## src/rtl/i2c_init_sequencer.sv

```systemverilog
// -----------------------------------------------------------------------------
// i2c_init_sequencer
//
// Power-up configuration sequencer. Walks a register table held in a
// synchronous ROM (1-cycle read latency) and issues one single-byte I2C write
// per entry through the single-master I2C block. Table entries are
// {sub_addr[15:8], data[7:0]}:
//   16'hFFFF          end marker
//   {8'hFE, n}        delay of n milliseconds (n = 0 is a zero-length delay)
//   anything else     write data to register sub_addr
//
// Ports:
//   clk_50           system clock (50 MHz)
//   reset            asynchronous reset, active-high
//   start            begins the sequence; honoured only in IDLE, DONE or ERROR
//   tbl_addr         table index presented to the ROM
//   tbl_data         ROM entry, valid one cycle after tbl_addr
//   i2c_request      transaction request to the I2C master
//   i2c_wr           constant 1 (write)
//   i2c_length       constant 1 byte
//   i2c_address      7-bit device address (DEV_ADDR)
//   i2c_sub_address  register address of the current entry
//   i2c_tx           data byte of the current entry
//   i2c_busy         busy flag from the I2C master (asynchronous)
//   seq_busy         high while the sequence runs
//   done             level, set when the end marker (or last index) is reached
//   error            level, set when a transaction phase times out
//   err_idx          table index of the entry that timed out
// -----------------------------------------------------------------------------
module i2c_init_sequencer #(
  parameter logic [6:0] DEV_ADDR       = 7'h20,
  parameter int         ADDR_W         = 8,
  parameter int         MS_CYCLES      = 50000,
  parameter int         TIMEOUT_CYCLES = 2000000,
  parameter int         GAP_CYCLES     = 256
) (
  input  logic              clk_50,
  input  logic              reset,
  input  logic              start,
  output logic [ADDR_W-1:0] tbl_addr,
  input  logic [15:0]       tbl_data,
  output logic              i2c_request,
  output logic              i2c_wr,
  output logic [7:0]        i2c_length,
  output logic [6:0]        i2c_address,
  output logic [7:0]        i2c_sub_address,
  output logic [7:0]        i2c_tx,
  input  logic              i2c_busy,
  output logic              seq_busy,
  output logic              done,
  output logic              error,
  output logic [ADDR_W-1:0] err_idx
);

  // One counter serves delay, gap and timeout; it is sized for the largest.
  localparam int DELAY_MAX = 255 * MS_CYCLES;
  localparam int MAX_DT    = (DELAY_MAX > TIMEOUT_CYCLES) ? DELAY_MAX : TIMEOUT_CYCLES;
  localparam int CNT_MAX   = (MAX_DT > GAP_CYCLES) ? MAX_DT : GAP_CYCLES;
  localparam int CNT_W     = $clog2(CNT_MAX + 1);

  localparam logic [CNT_W-1:0] MS_C      = CNT_W'(MS_CYCLES);
  localparam logic [CNT_W-1:0] TIMEOUT_C = CNT_W'(TIMEOUT_CYCLES);
  localparam logic [CNT_W-1:0] GAP_C     = CNT_W'(GAP_CYCLES);
  localparam logic [CNT_W-1:0] CNT_ONE   = CNT_W'(1);

  typedef enum logic [3:0] {
    IDLE, FETCH, DECODE, REQ, WAIT_HI, WAIT_LO, GAP, DELAY, DONE, ERROR
  } state_t;

  state_t            state, state_nxt;
  logic [CNT_W-1:0]  cnt, cnt_nxt;
  logic [ADDR_W-1:0] addr_nxt, err_idx_nxt;
  logic [7:0]        sub_nxt, tx_nxt;
  logic              seq_busy_nxt, done_nxt, error_nxt;
  logic              advance, expire;
  logic              busy_meta, busy_s;

  assign i2c_wr      = 1'b1;
  assign i2c_length  = 8'd1;
  assign i2c_address = DEV_ADDR;

  // Two-flop synchronizer: i2c_busy comes from another timing domain.
  // NOTE: sequential state is written with non-blocking assignments so every
  // flop samples the pre-edge value of its inputs, independent of statement order.
  always_ff @(posedge clk_50 or posedge reset) begin
    if (reset) begin
      busy_meta <= 1'b0;
      busy_s    <= 1'b0;
    end else begin
      busy_meta <= i2c_busy;
      busy_s    <= busy_meta;
    end
  end

  always_ff @(posedge clk_50 or posedge reset) begin
    if (reset) begin
      state           <= IDLE;
      tbl_addr        <= '0;
      i2c_sub_address <= 8'h00;
      i2c_tx          <= 8'h00;
      cnt             <= '0;
      seq_busy        <= 1'b0;
      done            <= 1'b0;
      error           <= 1'b0;
      err_idx         <= '0;
    end else begin
      state           <= state_nxt;
      tbl_addr        <= addr_nxt;
      i2c_sub_address <= sub_nxt;
      i2c_tx          <= tx_nxt;
      cnt             <= cnt_nxt;
      seq_busy        <= seq_busy_nxt;
      done            <= done_nxt;
      error           <= error_nxt;
      err_idx         <= err_idx_nxt;
    end
  end

  always_comb begin
    // NOTE: every signal driven here gets a default first, so no path through
    // the case leaves it unassigned and no latch is inferred.
    state_nxt    = state;
    addr_nxt     = tbl_addr;
    sub_nxt      = i2c_sub_address;
    tx_nxt       = i2c_tx;
    cnt_nxt      = cnt;
    seq_busy_nxt = seq_busy;
    done_nxt     = done;
    error_nxt    = error;
    err_idx_nxt  = err_idx;
    i2c_request  = 1'b0;
    advance      = 1'b0;
    expire       = 1'b0;

    unique case (state)
      IDLE, DONE, ERROR: begin
        if (start) begin
          state_nxt    = FETCH;
          addr_nxt     = '0;
          done_nxt     = 1'b0;
          error_nxt    = 1'b0;
          err_idx_nxt  = '0;
          seq_busy_nxt = 1'b1;
        end
      end

      // ROM read latency.
      FETCH: state_nxt = DECODE;

      DECODE: begin
        if (tbl_data == 16'hFFFF) begin
          state_nxt    = DONE;
          done_nxt     = 1'b1;
          seq_busy_nxt = 1'b0;
        end else if (tbl_data[15:8] == 8'hFE) begin
          // A zero-length delay skips DELAY so it costs no extra cycle.
          if (tbl_data[7:0] == 8'h00) begin
            advance = 1'b1;
          end else begin
            cnt_nxt   = CNT_W'(tbl_data[7:0]) * MS_C;
            state_nxt = DELAY;
          end
        end else begin
          sub_nxt   = tbl_data[15:8];
          tx_nxt    = tbl_data[7:0];
          cnt_nxt   = TIMEOUT_C;
          state_nxt = REQ;
        end
      end

      // After a mid-transfer reset the master may still be busy; hold off the
      // request until it is idle. This wait counts against the timeout.
      REQ: begin
        if (!busy_s) begin
          i2c_request = 1'b1;
          cnt_nxt     = TIMEOUT_C;
          state_nxt   = WAIT_HI;
        end else if (cnt <= CNT_ONE) begin
          expire = 1'b1;
        end else begin
          cnt_nxt = cnt - CNT_ONE;
        end
      end

      // Request drops in the very cycle busy is seen, so it is low before the
      // master finishes and cannot retrigger a second transfer.
      WAIT_HI: begin
        if (busy_s) begin
          cnt_nxt   = TIMEOUT_C;
          state_nxt = WAIT_LO;
        end else if (cnt <= CNT_ONE) begin
          expire = 1'b1;
        end else begin
          i2c_request = 1'b1;
          cnt_nxt     = cnt - CNT_ONE;
        end
      end

      WAIT_LO: begin
        if (!busy_s) begin
          cnt_nxt   = GAP_C;
          state_nxt = GAP;
        end else if (cnt <= CNT_ONE) begin
          expire = 1'b1;
        end else begin
          cnt_nxt = cnt - CNT_ONE;
        end
      end

      GAP, DELAY: begin
        if (cnt <= CNT_ONE) begin
          advance = 1'b1;
        end else begin
          cnt_nxt = cnt - CNT_ONE;
        end
      end

      default: state_nxt = IDLE;
    endcase

    if (expire) begin
      state_nxt    = ERROR;
      error_nxt    = 1'b1;
      err_idx_nxt  = tbl_addr;
      seq_busy_nxt = 1'b0;
      cnt_nxt      = '0;
    end

    // The index never wraps: running off the last entry ends the sequence.
    if (advance) begin
      if (tbl_addr == '1) begin
        state_nxt    = DONE;
        done_nxt     = 1'b1;
        seq_busy_nxt = 1'b0;
      end else begin
        addr_nxt  = tbl_addr + ADDR_W'(1);
        state_nxt = FETCH;
      end
    end
  end

endmodule

```

## config.mk

```make
export PLATFORM = sky130hd
export DESIGN_NAME = i2c_init_sequencer
export DESIGN_NICKNAME = d
export VERILOG_FILES = /design/src/rtl/i2c_init_sequencer.sv
export SDC_FILE = /design/constraint.sdc
export NUM_CORES = 1
export LEC_CHECK = 0
export BUFFER_PORTS_ARGS = -buffer_cell sky130_fd_sc_hd__clkbuf_2
export CAP_MARGIN = 15
export CORE_MARGIN = 5
export CORE_UTILIZATION = 55
export DETAILED_ROUTE_END_ITERATION = 7
export GPL_TIMING_DRIVEN = 0
export PLACE_DENSITY_LB_ADDON = 0.05
export SLEW_MARGIN = 20
export SYNTH_ARGS = -nofsm -noshare
export SYNTH_HDL_FRONTEND = slang
export SYNTH_SLANG_ARGS = --single-unit
```

## constraint.sdc

```tcl
create_clock -name clk_50 -period 3.5 [get_ports clk_50]
set_clock_uncertainty 0.05 [all_clocks]
set_input_delay 0.175 -clock clk_50 [delete_from_list [all_inputs] [get_ports clk_50]]
set_output_delay 0.175 -clock clk_50 [all_outputs]
set_load 0.05 [all_outputs]
```

==> impl_metrics.tcl, run 1 <==
set metrics [dict create \
    outcome "finished with violations" \
    violations "setup timing" \
    final-setup-viol-count 1 \
    hold_class "input pin to flop" \
    synthCells 583 \
    fp.dieW_um 108 \
    tightest_slew_ns 0.898 \
    worstHoldPathCells 2 \
    num_vias 4706 \
    area_growth_pct 17.7 \
    yosysSeqAreaShare_pct 30.8 \
    ys_types 72 \
    synth_xor_area_share_pct 2.66 \
    portBuffers 55 \
    post-synth-top-count-cell "dfrtp_1" \
    clock_path_buffers 2 \
    maxCapViolations 0 \
    routabilityCongestion 0.928 \
    yosys.area_share.simple_pct 17.9 \
    ys.flop_type "dfrtp_1" \
    synth_async_sr_flop_share_pct 100 \
    die_h_um 108 \
    synthTopCellsByArea "dfrtp_1 (31%), ha_1 (14%), o21ai_0 (4.7%)" \
    cts_tree "built" \
    ys_seq_elements 65 \
    overflow 0 \
    register_area_um2 1630 \
    syn_avg_cell_area_um2 9.05 \
    clock_latency_ns 0.35 \
    drt_first_pass_iters 5 \
    core_area_um2 9280 \
    wirelength_um 13500 \
    drv_slew 0 \
    fmax_mhz 286 \
    tns_ns -0.00206 \
    wl_per_cell_um 16.8 \
    num_io_pins 72 \
    synth_area_leader_cell "dfrtp_1" \
    arrival_ns 3.70 \
    synth_edf_count 0 \
    synth_top_family_by_area "compound AO/OA/AOI/OAI gates" \
    cp.required_ns 3.70 \
    yosys_warnings 0 \
    drt_drc_violations_left 0 \
    reg2reg_slack_ns 0.55 \
    drtIter0Drc 355 \
    viasPerCell 5.87 \
    yosys-top-cells-count "dfrtp_1 (65), nand2_1 (61), ha_1 (60)" \
    clk_pin_slew_ns 0.08 \
    worst_hold_path.endpoint "i2c_sub_address[5]" \
    powerDensity_nw_per_um2 727 \
    initial_core_util_pct 56.8 \
    final_hold_viol_count 0 \
    timing.final.ws_setup_ns -0.00206 \
    grt_max_degree 54 \
    period_minus_slack_ns 3.50 \
    grt_pass1_wl_um 21500 \
    fillers 793 \
    synthMuxAreaShare_pct 3.98 \
    n_antenna_cell 0 \
    grt_pass1_vias 4456 \
    crit_fanout 6 \
    drive_gt1_share_pct 22.6 \
    path_class "input pin to flop" \
    hold_start "tbl_data[13]" \
    numCtsBuffers 9 \
    cts_root_buf "clkbuf_8" \
    ant_nets 0 \
    h-tree-depth 3 \
    reg2reg_depth 7 \
    clock_sinks 65 \
    grt_usage_pct 23.1 \
    post-route-period-util_pct 100 \
    die_area_um2 11700 \
    whs_ns 0.0205 \
    ir_drop_v 0.000572 \
    nNetsFinal 760 \
    p_leak_uw 0.00288 \
    antenna_found_initial 0 \
    netlist.area_leader.share_pct 30.8 \
    multi_input_area_um2 3560 \
    r2r_end "cnt[17]" \
    synth_fa_ha_area_share_pct 18.8 \
    endpoint_kind "flop" \
    num_rows 35 \
    r2r-start "cnt[5]" \
    critPathLaunchType "input pin" \
    relSlewSlack_pct 39.7 \
    synth_area_um2 5280 \
    synth_compound_area_share_pct 19.8 \
    dpl.hpwl_um 10400 \
]
-- registers in the layout, summed over array words and instances, names as in the netlist, 4 cells and up --
register / cells
cnt: 24
err_idx: 8
i2c_sub_address: 8
i2c_tx: 8
state: 4
tbl_addr: 8
-- cell usage in the layout (no fill, tap or decap), drive strengths merged, types with 9 or more instances in the layout --
cell | netlist | final
clkbuf | 12 | 72
dfrtp | 65 | 65
nand2 | 61 | 61
ha | 60 | 60
o21ai | 55 | 55
a21oi | 34 | 34
buf | 26 | 33
nor2 | 31 | 31
inv | 23 | 26
nand3 | 20 | 20
nor3 | 18 | 18
mux2 | 16 | 16
conb | 2 | 16
fa | 12 | 12
a21o | 10 | 10
xnor2 | 10 | 10
or3 | 9 | 9
nor4 | 9 | 9
-- kinds of logic (layout without fill, tap and decap cells) --
logic type               after synthesis  in the layout
other                                  2             16
adder cells (fa/ha/maj)               72             72
AO/OA/AOI/OAI                        162            162
XOR/XNOR                              16             16
AND/OR/NAND/NOR                      186            186
multiplexers                          19             19
flip-flops                            65             65
buffers and inverters                 61            137
-- metrics by stage --
step	power, uW	area, um2	util (%)	cells	setup WS [ns]
after floorplan	3120	5370	-	597	0.00122
after global placement	3650	5810	62.5	781	-0.532
after detailed placement	3730	5840	62.9	782	-0.537
after CTS	4430	6100	65.7	800	0.0141
after global routing	4830	6210	66.9	802	-0.0561
final	4510	6210	66.9	802	-0.00206
-- worst max-delay path by stage --
stage	start	end	cells after the start
final	tbl_data[2]	cnt[20]	14
after global routing	tbl_data[2]	cnt[20]	14
after CTS	tbl_data[2]	cnt[20]	14
after detailed placement	tbl_data[2]	cnt[20]	15
after global placement	tbl_data[2]	cnt[20]	15
after floorplan	tbl_data[2]	cnt[20]	14
-- where the power goes --
group	internal [uW]	leakage, uW	switching, uW
Clock	335	0.000104	333
Sequential	959	0.000830	166
Combinational	1000	0.00194	1720
Total	2290	0.00288	2220
-- final cells by class --
| class | instances | area share [%] |
|---|---|---|
| clock buffers | 9 | 1.99 |
| inverters | 23 | 1.43 |
| multi-input cells | 471 | 57.3 |
| flip-flops and latches | 65 | 26.2 |
| plain buffers | 38 | 3.61 |
| clock inverters | 7 | 1.21 |
| well taps | 129 | 2.60 |
| repair buffers | 60 | 5.68 |
-- what timing repair did --
action                     in CTS  in global routing
buffers inserted                0                  2
hold endpoints to repair       66                  0
gates resized for setup         5                 26
setup endpoints to repair       3                  4
pin swaps                       2                 13
hold buffers                    2                  0
-- critical path: stages --
cell      delay [ns]
clkbuf_4        0.17
inv_1           0.06
ha_1            0.37
ha_4            0.27
fa_2            0.57
ha_1            0.21
ha_4            0.25
a2111o_1        0.46
a31oi_4         0.22
nor3_4          0.07
o41ai_2         0.31
xor2_1          0.28
a221oi_2        0.10
a21o_1          0.19
-- layer usage --
metal	wire (um)	vias to the layer above	track usage, %
met4	214	0	6.31
met1	6010	2237	31.3
met5	0	-	0
li1	-	2271	-
met2	6380	178	37.6
met3	904	20	4.96
Note: power is estimated with default switching activity, not from simulation.
==> run 2: changes to the inputs <==
--- a/config.mk
+++ b/config.mk
@@ -12,6 +12,7 @@
 export DETAILED_ROUTE_END_ITERATION = 7
 export GPL_TIMING_DRIVEN = 0
 export PLACE_DENSITY_LB_ADDON = 0.05
+export SKIP_LAST_GASP = 1
 export SLEW_MARGIN = 20
 export SYNTH_ARGS = -nofsm -noshare
 export SYNTH_HDL_FRONTEND = slang
==> run 2 against run 1 <==
Compared with the run above:
- the run still ends with setup timing left
- clock power barely moved
- core utilization rose by 0.054 points
- first-iteration DRC count fell by 5.4%
- final area barely moved
- global-route usage barely moved
- non-clock buffer count did not move
- flip-flop and latch count did not move
- critical path depth did not move
- combinational power barely moved
- fmax fell by 0.17%
- routed wire length rose by 0.35%
- die area did not move
- largest power group unchanged
- highest routed layer unchanged
==> impl_metrics.tcl, run 2 (synthesis results as in run 1) <==
set metrics [dict create \
    critPathLaunchType "input pin" \
    relSlewSlack_pct 36.1 \
    grt_usage_pct 23.1 \
    ant_nets 0 \
    maxCapViolations 0 \
    dpl.hpwl_um 10400 \
    post-route-period-util_pct 100 \
    endpoint_kind "flop" \
    area_growth_pct 17.8 \
    viasPerCell 5.86 \
    clock_sinks 65 \
    portBuffers 55 \
    initial_core_util_pct 56.8 \
    h-tree-depth 3 \
    cts_tree "built" \
    fmax_mhz 285 \
    clk_pin_slew_ns 0.08 \
    grt_pass1_vias 4452 \
    numCtsBuffers 9 \
    num_io_pins 72 \
    top_register "cnt" \
    cts_root_buf "clkbuf_8" \
    final-setup-viol-count 1 \
    final_core_util_pct 66.9 \
    largest_reg_flops 24 \
    core_area_um2 9280 \
    totalPowerFinal_uw 4510 \
    nNetsFinal 760 \
    fillers 793 \
    grt_max_degree 54 \
    hold_class "input pin to flop" \
    grt_pass1_wl_um 21500 \
    n_antenna_cell 0 \
    routabilityCongestion 0.928 \
    tightest_slew_ns 0.952 \
    die_h_um 108 \
    powerDensity_nw_per_um2 726 \
    die_area_um2 11700 \
    drt_first_pass_iters 6 \
    reg2reg_depth 8 \
    wl_per_cell_um 16.9 \
    antenna_found_initial 0 \
    final_cell_mix "dfrtp_1 (65), nand2_1 (61), ha_1 (51), clkbuf_2 (50), o21ai_0 (48)" \
    period_minus_slack_ns 3.51 \
    crit_slowest_cell "fa_2" \
    ir_drop_v 0.000571 \
    overflow 0 \
    worstHoldPathCells 2 \
    final_common_cell "dfrtp_1" \
    crit_fanout 6 \
    critical-path-max-stage-delay_ns 0.57 \
    dp_slack_ns -0.537 \
    drive_gt1_share_pct 22.7 \
    dp.cells 782 \
    num_rows 35 \
    clock_latency_ns 0.35 \
    arrival_ns 3.71 \
    final_hold_viol_count 0 \
    num_vias 4703 \
    drt_drc_violations_left 0 \
    outcome "finished with violations" \
    drv_slew 0 \
    tns_ns -0.00806 \
    wirelength_um 13500 \
    fp.dieW_um 108 \
    cp_cell_sequence "clkbuf_4 > inv_1 > ha_1 > ha_4 > fa_2 > ha_1 > ha_4 > a2111o_1 > a31oi_4 > nor3_4 > o41ai_2 > xor2_1 > a221oi_2 > a21o_1" \
    p_leak_uw 0.00288 \
    path_class "input pin to flop" \
    violations "setup timing" \
    drtIter0Drc 336 \
    timing.final.ws_setup_ns -0.00806 \
    final_cells 802 \
    cp.required_ns 3.70 \
    clock_path_buffers 2 \
]
==> run 2: cell types whose count changed in the layout (fill, tap and decap cells not counted) <==
cell	previous run	this run
a211oi_2	0	1
a211oi_1	5	4
==> run 2: critical path, delay by kind of cell <==
kind,cells,cell delay (ns)
adder cells (fa/ha/maj),5,1.67
AO/OA/AOI/OAI,5,1.28
XOR/XNOR,1,0.28
buffers and inverters,2,0.23
AND/OR/NAND/NOR,1,0.07
==> run 2: path summary, 6_finish.rpt <==
path,from,endpoint,slack [ns]
setup / recovery,tbl_data[2],cnt[20],-0.008
hold / removal,tbl_data[13],i2c_sub_address[5],0.02
setup reg to reg,cnt[16],cnt[9],0.55
hold reg to reg,busy_meta,busy_s,0.32
max in group asynchronous,reset,cnt[1],2.65
min in group asynchronous,reset,i2c_sub_address[1],0.22
==> run 2: routing by layer <==
layer / routed length (um) / global-route usage, % / vias to the layer above
met5: 0 / 0 / -
met4: 252 / 6.31 / 0
met3: 917 / 4.96 / 23
met2: 6430 / 37.5 / 161
met1: 5950 / 31.2 / 2249
li1: - / - / 2270
==> run 2: what timing repair did <==
item | in CTS | in global routing
hold buffers | 2 | 0
resized for setup | 4 | 28
buffers inserted | 0 | 2
setup endpoints to repair | 3 | 4
endpoints found under the hold margin | 66 | 0
pin swaps | 2 | 13
==> run 2: report_power, final <==
group / leakage, uW / total (uW) / switching, uW / internal (uW)
logic: 0.00194 / 2720 / 1720 / 1000
clock network: 0.000104 / 667 / 332 / 335
registers: 0.000830 / 1130 / 166 / 959
total: 0.00288 / 4510 / 2220 / 2300
==> run 2: area by class of cell <==
type / count / area [um2] / area share (%)
tap: 129 / 161 / 2.60
timing repair buffer: 60 / 353 / 5.68
clock inverter: 7 / 75.1 / 1.21
sequential: 65 / 1630 / 26.2
inverter: 23 / 88.8 / 1.43
multi-input combinational: 471 / 3560 / 57.3
clock buffer: 9 / 124 / 1.99
buffer: 38 / 224 / 3.60
==> run 2: through the flow <==
stage | instance area [um2] | hold slack (ns)
after global placement | 5810 | 0.235
after detailed placement | 5840 | 0.0430
after floorplan | 5370 | 0.156
after global routing | 6210 | 0.00847
after CTS | 6090 | 0.0172
final | 6210 | 0.0224
==> run 3: changes to the inputs <==
--- a/config.mk
+++ b/config.mk
@@ -9,6 +9,7 @@
 export CAP_MARGIN = 15
 export CORE_MARGIN = 5
 export CORE_UTILIZATION = 55
+export CTS_BUF_LIST = sky130_fd_sc_hd__clkbuf_4
 export DETAILED_ROUTE_END_ITERATION = 7
 export GPL_TIMING_DRIVEN = 0
 export PLACE_DENSITY_LB_ADDON = 0.05
==> run 3 against run 2 <==
Compared with the run above:
- the flow now finishes without violations
- final area fell by 1.7%
- first-iteration DRC count grew 7.4%
- register-to-register slack worse by 0.03 ns
- fmax is 2.7% higher
- routed wire length shrank 1.3%
- worst hold slack got worse by 0.0090 ns
- via count rose by 0.47%
- die area did not move
- setup slack better by 0.091 ns
- clock power shrank 19%
- global-route usage hardly changed
==> impl_metrics.tcl, run 3 (synthesis results as in run 1) <==
set metrics [dict create \
    outcome "finished, final reports clean" \
    drtIter0Drc 361 \
    rsz0062_at_grt "true" \
    dp.cells 782 \
    final_cell_mix "dfrtp_1 (65), nand2_1 (61), ha_1 (55), clkbuf_2 (55), o21ai_0 (48)" \
    path_class "input pin to flop" \
    powerDensity_nw_per_um2 708 \
    final_cells 808 \
    grt_usage_pct 23.1 \
    final_common_cell "dfrtp_1" \
    wl_per_cell_um 16.6 \
    num_vias 4725 \
    drt_first_pass_iters 6 \
    cts_tree "built" \
    final-setup-viol-count 0 \
    largest_reg_flops 24 \
    cp.required_ns 3.78 \
    period_minus_slack_ns 3.42 \
    drv_slew 0 \
    initial_core_util_pct 56.8 \
    p_leak_uw 0.00286 \
    top_register "cnt" \
    viasPerCell 5.85 \
    dp_slack_ns -0.537 \
    nNetsFinal 765 \
    h-tree-depth 3 \
    overflow 0 \
    endpoint_kind "flop" \
    post-route-period-util_pct 97.6 \
    grt_pass1_vias 4490 \
    core_area_um2 9280 \
    cts_root_buf "clkbuf_4" \
    timing.final.ws_setup_ns 0.0832 \
    num_rows 35 \
    relSlewSlack_pct 40.1 \
    maxCapViolations 0 \
    ir_drop_v 0.000587 \
    cts_setup_buffers 0 \
    clock_sinks 65 \
    fmax_mhz 293 \
    ant_nets 0 \
    whs_ns 0.0133 \
    numCtsBuffers 9 \
    final_hold_viol_count 0 \
    crit_fanout 6 \
    drt_drc_violations_left 0 \
    area_growth_pct 15.8 \
    clk_pin_slew_ns 0.13 \
    grt_pass1_wl_um 21600 \
    die_area_um2 11700 \
    drive_gt1_share_pct 20.8 \
    tns_ns 0 \
    clock_path_buffers 2 \
    critical-path-max-stage-delay_ns 0.50 \
    dpl.hpwl_um 10400 \
    die_h_um 108 \
    clock_latency_ns 0.42 \
    hold_class "input pin to flop" \
    portBuffers 55 \
    fp.dieW_um 108 \
    final_core_util_pct 65.8 \
    cp_cell_sequence "clkbuf_2 > ha_1 > ha_1 > inv_1 > fa_1 > inv_1 > fa_1 > ha_2 > a2111o_1 > a31oi_2 > nor3_2 > o41ai_2 > xor2_1 > a221oi_1 > a21o_1" \
    reg2reg_slack_ns 0.52 \
    wirelength_um 13400 \
    fillers 809 \
    grt_max_degree 54 \
    tightest_slew_ns 0.891 \
    antenna_found_initial 0 \
    critPathLaunchType "input pin" \
    routabilityCongestion 0.928 \
    arrival_ns 3.70 \
    num_io_pins 72 \
    crit_slowest_cell "fa_1" \
]
## run 3: changes by cell type in the layout (fill, tap and decap cells not counted), moves of 4 or more
cell           previous run  this run
clkbuf_4                  1         9
ha_1                     51        55
clkbuf_8                  9         0
ha_4                      8         4
clkbuf_2                 50        55
dlygate4sd3_1             2         9
## run 3: cell type report
| cell class | instances | area, um2 | area share, % |
|---|---|---|---|
| Tap cell | 129 | 161 | 2.64 |
| Antenna cell | 1 | 2.50 | 0.0409 |
| Clock inverter | 7 | 75.1 | 1.23 |
| Multi-Input combinational cell | 471 | 3470 | 56.8 |
| Clock buffer | 9 | 67.6 | 1.11 |
| Inverter | 23 | 88.8 | 1.45 |
| Sequential cell | 65 | 1630 | 26.6 |
| Timing Repair Buffer | 65 | 393 | 6.43 |
| Buffer | 38 | 224 | 3.66 |
## run 3: worst paths after layout
| check | from | endpoint | depth (start not counted) |
|---|---|---|---|
| hold reg to reg | busy_meta | busy_s | 0 |
| min in group asynchronous | reset | i2c_sub_address[6] | 3 |
| max in group asynchronous | reset | cnt[18] | 4 |
| setup / recovery | tbl_data[2] | cnt[20] | 15 |
| setup reg to reg | cnt[5] | cnt[17] | 7 |
| hold / removal | tbl_data[7] | i2c_tx[7] | 2 |
## run 3: timing repair
item                                    4_1_cts  5_1_grt
cloned                                        0        0
gates resized for setup                       1        6
pin swaps                                     1        0
endpoints found under the setup margin        2        3
hold buffers                                  9        0
endpoints found under the hold margin        73        0
## run 3: metrics by stage
step                      instance area, um2  power, uW
after detailed placement                5840       3730
after floorplan                         5370       3120
after global routing                    6110       4640
after global placement                  5810       3650
after CTS                               6070       4290
final                                   6110       4330
## run 3: routing by layer
metal	part of all wire, %	global-route usage (%)
met3	6.0	3.52
met5	0	0
met1	45	31.6
met2	48	38.3
met4	1.4	6.22
## run 3: worst max-delay path: cells and delay by family
kind / cells / cell delay (ns)
xor gates and xnor gates: 1 / 0.23
adders and majority gates: 5 / 1.75
AOI/OAI and AO/OA: 5 / 1.20
buffers and inverters: 3 / 0.26
and+or+nand+nor: 1 / 0.08
## run 3: report_power, final
| group | total, uW | switching (uW) | internal, uW |
|---|---|---|---|
| clock | 537 | 313 | 224 |
| combinational | 2660 | 1690 | 979 |
| sequential | 1120 | 167 | 958 |
| total | 4330 | 2170 | 2160 |
